### config.mk
export PLATFORM = sky130hd
export DESIGN_NAME = johnson_code_decode
export DESIGN_NICKNAME = d
export VERILOG_FILES = /design/src/rtl/johnson_decoder_checker_pkg.sv /design/src/rtl/johnson_code_decode.sv
export SDC_FILE = /design/constraint.sdc
export NUM_CORES = 1
export LEC_CHECK = 0
export CAP_MARGIN = 20
export CORE_AREA = 10 10 47 49
export DETAILED_ROUTE_END_ITERATION = 10
export DIE_AREA = 0 0 57 59
export GPL_TIMING_DRIVEN = 0
export PLACE_DENSITY = 0.35
export SYNTH_ARGS = -nofsm -noshare
export SYNTH_HDL_FRONTEND = slang
export SYNTH_SLANG_ARGS = --single-unit
### constraint.sdc
create_clock -name vclk -period 4.4
set_input_delay 0.88 -clock vclk [all_inputs]
set_output_delay 0.88 -clock vclk [all_outputs]
set_load 0.02 [all_outputs]
### src/rtl/johnson_decoder_checker_pkg.sv
// Shared definitions for Johnson-code consumers: lock FSM states and index sizing.
package johnson_decoder_checker_pkg;

  typedef enum logic [1:0] {
    UNLOCKED = 2'd0,
    TRACK    = 2'd1,
    LOCKED   = 2'd2
  } lock_state_t;

  // Width needed to hold an index 0..2n-1 of an n-bit Johnson sequence.
  function automatic int unsigned idx_width(input int unsigned n);
    return $clog2(2 * n);
  endfunction

endpackage

### src/rtl/johnson_code_decode.sv
// Combinational Johnson-code decoder: legality check and binary index.
module johnson_code_decode
  import johnson_decoder_checker_pkg::*;
#(
  parameter int unsigned N = 4,
  localparam int unsigned IW = idx_width(N)
) (
  input  logic [N-1:0]  q,
  output logic          legal,
  output logic [IW-1:0] idx
);

  logic [IW-1:0] trans;
  logic [IW-1:0] ones;

  always_comb begin
    trans = '0;
    ones  = '0;
    for (int unsigned i = 1; i < N; i++) begin
      if (q[i] != q[i-1]) trans = trans + IW'(1);
    end
    for (int unsigned i = 0; i < N; i++) begin
      ones = ones + IW'(q[i]);
    end
    legal = (trans <= IW'(1));
    // Second half of the sequence counts down as ones drain out: idx = 2N - k.
    idx = q[0] ? (IW'(2 * N) - ones) : ones;
  end

endmodule

==> results.cfg <==
[logic_synthesis]
synth_sequential_area_ratio = 0
yosys-top-cells-area = ha_1 (34%), inv_1 (18%), fa_1 (14%)
dominant_combinational_cell_family_by_area_after_synthesis = adder cells
synthDistinctLibCells = 10
post_synth_inst_count = 20
mean_area_per_synthesized_cell_sq_um = 7.38
simple_gate_area_share_of_the_yosys_netlist = 0.144
synth_adder_area_share = 0.475
syn-cell-area_sq_um = 148
synth.most_common_cell = inv_1
synth.mux.area_fraction = 0
postSynthNetCount = 29
netlist_top_cells_count = inv_1 (7), ha_1 (4), xnor2_1 (2)
synth_top_cell_by_area = ha_1
yosys.area_share.xor_xnor = 0.119
synth_top_cell_area_share = 0.339
ys_warn_count = 0
complex_gate_fraction_of_the_synthesized_area = 0.0847

[sta]
maxSlewViolCount = 0
worst_pin_slew_ns = 0.216
finalHoldViolations = 0
finalSetupViolations = 0
period_minus_slack_ns = 4.23
setup_total_negative_slack_ns = 0
slew-limit-headroom = 0.856
fmax_mhz = 236
finalCritPeriodShare = 0.961
unrepaired_setup_endpoints_after_global_routing = no

[routing]
detailedRoute.firstPassIterationCount = 1
vias = 146
routedWlPerCell_um = 7.82
avgViaCountPerCell = 3.32
drc = 0
totalWireLength_um = 344
detail_route.iter0.violations = 0
drtAntennaViolNets = 0

[worst_setup_path]
cp_max_fo = 5
critical_path_required_ns = 3.52
worstPathArrival_ns = 3.35
critPathCaptureType = output pin
startpoint_class = input port
path_class = input port to output pin

[global_routing]
antenna_found_initial = 0
wire_length_of_the_first_global_routing_pass_um = 469
via_count_of_the_first_global_routing_pass = 111
grt_start_max_net_pins = 6
grt_use_total = 0.0159
global_route.overflow_total = 0

[run_status]
status = finished clean

[die]
io-pin-count = 8
placement_rows = 14
initial_utilization = 0.105
floorplan.core_area_sq_um = 1400
floorplan.die.height_um = 59
die-area_sq_um = 3360
die_w_um = 57

[placed_design]
detailed_place.area_sq_um = 248
finalWeightedCongestion = 0.609
buffer_ports.inserted = 8

[cts]
holdBufCountCts = 0

[cells_and_area]
layout.nets = 39
flops_and_latches = 0
post-route-cell-area_sq_um = 245
syn_to_final_growth_pct = 66.1
num_antenna_cells = 0
final-seq-area_sq_um = 0
final_core_util = 0.175
drive_above_1_share = 0
clock_buffers = 0

[pwr]
power_density_cells_nw_per_um2 = 180
cellLeakagePower_nw = 0.126
peakVddDrop_uv = 36.2

[worst_hold_path]
min_path_type = input port to output pin

[job]
max_cap_violations = 0
## metrics by stage
| step | std cells | hold WS [ns] | total power [mW] | setup WS (ns) |
|---|---|---|---|---|
| floorplan | 20 | 1.97 | 0.0262 | 0.900 |
| global placement | 44 | 2.93 | 0.0473 | -0.116 |
| detailed placement | 44 | 2.94 | 0.0485 | -0.135 |
| CTS | 44 | 2.73 | 0.0455 | 0.142 |
| global route | 44 | 2.78 | 0.0494 | 0.0178 |
| finish | 44 | 2.71 | 0.0440 | 0.171 |
## timing repair
action | 4_1_cts | 5_1_grt
endpoints found under the setup margin | 2 | 0
gates resized for setup | 2 | 0
setup buffers | 0 | 0
## layout make-up
class | count | area [sq um]
Fill cell | 168 | 1160
Multi-Input combinational cell | 13 | 121
Timing Repair Buffer | 8 | 77.6
Inverter | 7 | 26.3
Tap cell | 16 | 20.0
## path summary, 6_finish.rpt
path              startpoint     end  slack [ns]  cells after the start
setup / recovery        q[0]  idx[2]        0.17                     11
hold / removal          q[0]  idx[1]        2.71                      4
## report_power, final
part	switching (mW)	leakage, nW	internal [mW]
Sequential	0	0	0
Clock	0	0	0
Combinational	0.0232	0.126	0.0208
## metal layers
layer	vias up	wire, um	GRT usage
met4	0	0	0
met1	68	115	0.0129
met2	1	227	0.0403
li1	77	-	-
met3	0	0	0
met5	-	0	0
## worst max-delay path: stages
cell,delay [ns]
clkdlybuf4s50_1,0.55
inv_1,0.08
fa_1,0.53
inv_1,0.04
ha_1,0.17
ha_1,0.27
inv_1,0.04
ha_1,0.16
nand2b_1,0.15
xnor2_1,0.12
dlygate4sd2_1,0.35
## cell families after synthesis
group,Yosys count
xor+xnor,2
compound gates,2
fa+ha+maj,5
simple gates,4
buf+inv,7
## layout by cell type (no fill, tap or decap)
| cell type | netlist | layout |
|---|---|---|
| clkdlybuf4s50_1 | 0 | 6 |
| dlygate4sd2_1 | 0 | 2 |
| fa_1 | 1 | 1 |
| ha_1 | 4 | 4 |
| inv_1 | 7 | 7 |
| nand2_1 | 1 | 1 |
| nand2b_1 | 1 | 1 |
| nand3_1 | 1 | 1 |
| o211ai_1 | 1 | 1 |
| o21ai_0 | 1 | 1 |
| or3_1 | 1 | 1 |
| xnor2_1 | 2 | 2 |
Note: power is estimated with default switching activity, not from simulation.
==> RTL edit: new RTL, same flow settings <==
`N`: 4 -> 3.
--- a/src/rtl/johnson_code_decode.sv
+++ b/src/rtl/johnson_code_decode.sv
@@ -2,7 +2,7 @@
 module johnson_code_decode
   import johnson_decoder_checker_pkg::*;
 #(
-  parameter int unsigned N = 4,
+  parameter int unsigned N = 3,
   localparam int unsigned IW = idx_width(N)
 ) (
   input  logic [N-1:0]  q,
Ports: changed (resized q); port bits go from 8 to 7. No check against the original RTL was run, so the function may have changed too.
==> RTL edit against the unedited design <==
  * Utilization down 5.1 points
  * Critical endpoint is now idx[1]
  * Sequential share of layout area unchanged
  * Largest cell class is now buffers
  * Total power down 39%
  * Worst hold slack better by 160 ps
  * Wire length down 22%
  * Design area down 29%
  * Global-route usage about the same
  * Area after synthesis down 43%
  * Setup slack better by 210 ps
  * Cell count down 20%
==> RTL edit: results (changes against the unedited design) <==
- Pre-CTS WS: 369 ps (was -135 ps)
- Path category of the worst min-delay check: in2out (unchanged)
- Number of vias per cell after detailed routing: 2.71 (was 3.32)
- Top cells by area in the synthesized netlist: sky130_fd_sc_hd__fa_1 24%, sky130_fd_sc_hd__inv_1 22%, sky130_fd_sc_hd__ha_1 15%, sky130_fd_sc_hd__mux2i_1 12%, sky130_fd_sc_hd__nor3b_1 9.0% (was sky130_fd_sc_hd__ha_1 34%, sky130_fd_sc_hd__inv_1 18%, sky130_fd_sc_hd__fa_1 14%, sky130_fd_sc_hd__xnor2_1 12%, sky130_fd_sc_hd__o211ai_1 5.1%)
- Outcome: finished, final reports clean (unchanged)
- Placed instance area: 174 um2 (was 248 um2)
- Initial antenna violation count: 0 (unchanged)
- Clk_buf instances: 0 (unchanged)
- YS warnings: 0 (unchanged)
- Antenna Cells: 0 (unchanged)
- First-pass DRT Iterations: 1 (unchanged)
- Data arrival time at the worst-slack endpoint: 3140 ps (was 3350 ps)
- Biggest fanout along the worst timing path: 4 (was 5)
- Number of design-rule violations left by the first detailed-router iteration: 0 (unchanged)
- Maximum number of pins on one net before global-route repair: 5 (was 6)
- End point of the worst hold path: legal (was idx[1])
- WHS Path Cells: 3 (was 4)
- Post-CTS resize count: 0 (was 2)
- Post-synthesis cell type count: 8 (was 10)
- Post-Syn Nets: 17 (was 29)
- Share of cells above drive strength 1: 0% (unchanged)
- Maximum operating frequency: 249 MHz (was 236 MHz)
- First-pass GRT wire length: 455 um (was 469 um)
- Tightest Pin Transition: 227 ps (was 216 ps)
- RePlAce Congestion: 0.591 (was 0.609)
- Vias in the first global route: 91 (was 111)
- Number of sequential cells: 0 (unchanged)
- Max rail drop VDD: 0.0526 mV (was 0.0362 mV)
- Total setup buffers inserted after CTS: 0 (unchanged)
- Net count of the finished layout: 26 (was 39)
- Routed length per placed instance: 7.63 um (was 7.82 um)
- Leakage dissipation: 0.0815 nW (was 0.126 nW)
- Seq/Total Area, Yosys: 0% (unchanged)
- Min-Delay Startpoint: q[2] (was q[0])
- Half-perimeter wire length after placement: 237 um
- Port-buffer cells: 7 (was 8)
- Dominant cell by count in the synthesized netlist: sky130_fd_sc_hd__inv_1 (unchanged)
- # fillers: 172 (was 168)
- Gr usage total: 1.59% (about the same)
-- RTL edit: critical path: stages --
cell and delay, ps:
sky130_fd_sc_hd__clkdlybuf4s50_1 530, sky130_fd_sc_hd__inv_1 90, sky130_fd_sc_hd__fa_1 540, sky130_fd_sc_hd__inv_1 50, sky130_fd_sc_hd__ha_1 280, sky130_fd_sc_hd__mux2i_1 130
sky130_fd_sc_hd__clkdlybuf4s50_1 630
-- RTL edit: through the flow --
stage	std cells	hold slack [ps]	utilization (%)	power [W]
CTS	35	2890	12.4	0.0000277
finish	35	2870	12.4	0.0000268
global route	35	2920	12.4	0.0000301
floorplan	12	1890	-	0.0000132
global placement	35	2890	12.4	0.0000268
detailed placement	35	2880	12.4	0.0000272
-- RTL edit: metal layers --
layer,vias to the layer above,share of wire [%],track usage [%]
met4,0,0,0
met5,-,0,0
met1,40,56,2.59
met3,0,15,1.07
li1,49,-,-
met2,6,29,1.55
-- RTL edit: cell type report --
class	count	area share [%]
well taps	16	11.5
inverters	5	10.8
repair buffers	7	40.3
multi-input cells	7	37.4
-- RTL edit: worst max path at each step --
stage	start	end	cells after the start
after floorplan	q[0]	idx[1]	5
after global placement	q[0]	idx[1]	7
after detailed placement	q[0]	idx[1]	7
after CTS	q[0]	idx[1]	7
after global routing	q[0]	idx[1]	7
final	q[0]	idx[1]	7
-- RTL edit: kinds of logic after synthesis --
group | count (synthesis) | synth area share [%]
buffers and inverters | 5 | 22.4
AND/OR/NAND/NOR | 3 | 20.9
adder cells (fa/ha/maj) | 2 | 38.8
AO/OA/AOI/OAI | 1 | 5.96
multiplexers | 1 | 11.9
-- RTL edit: where the power goes --
part,total [W],internal [W],switching [W]
registers,0,0,0
logic,0.0000268,0.0000136,0.0000133
clock network,0,0,0
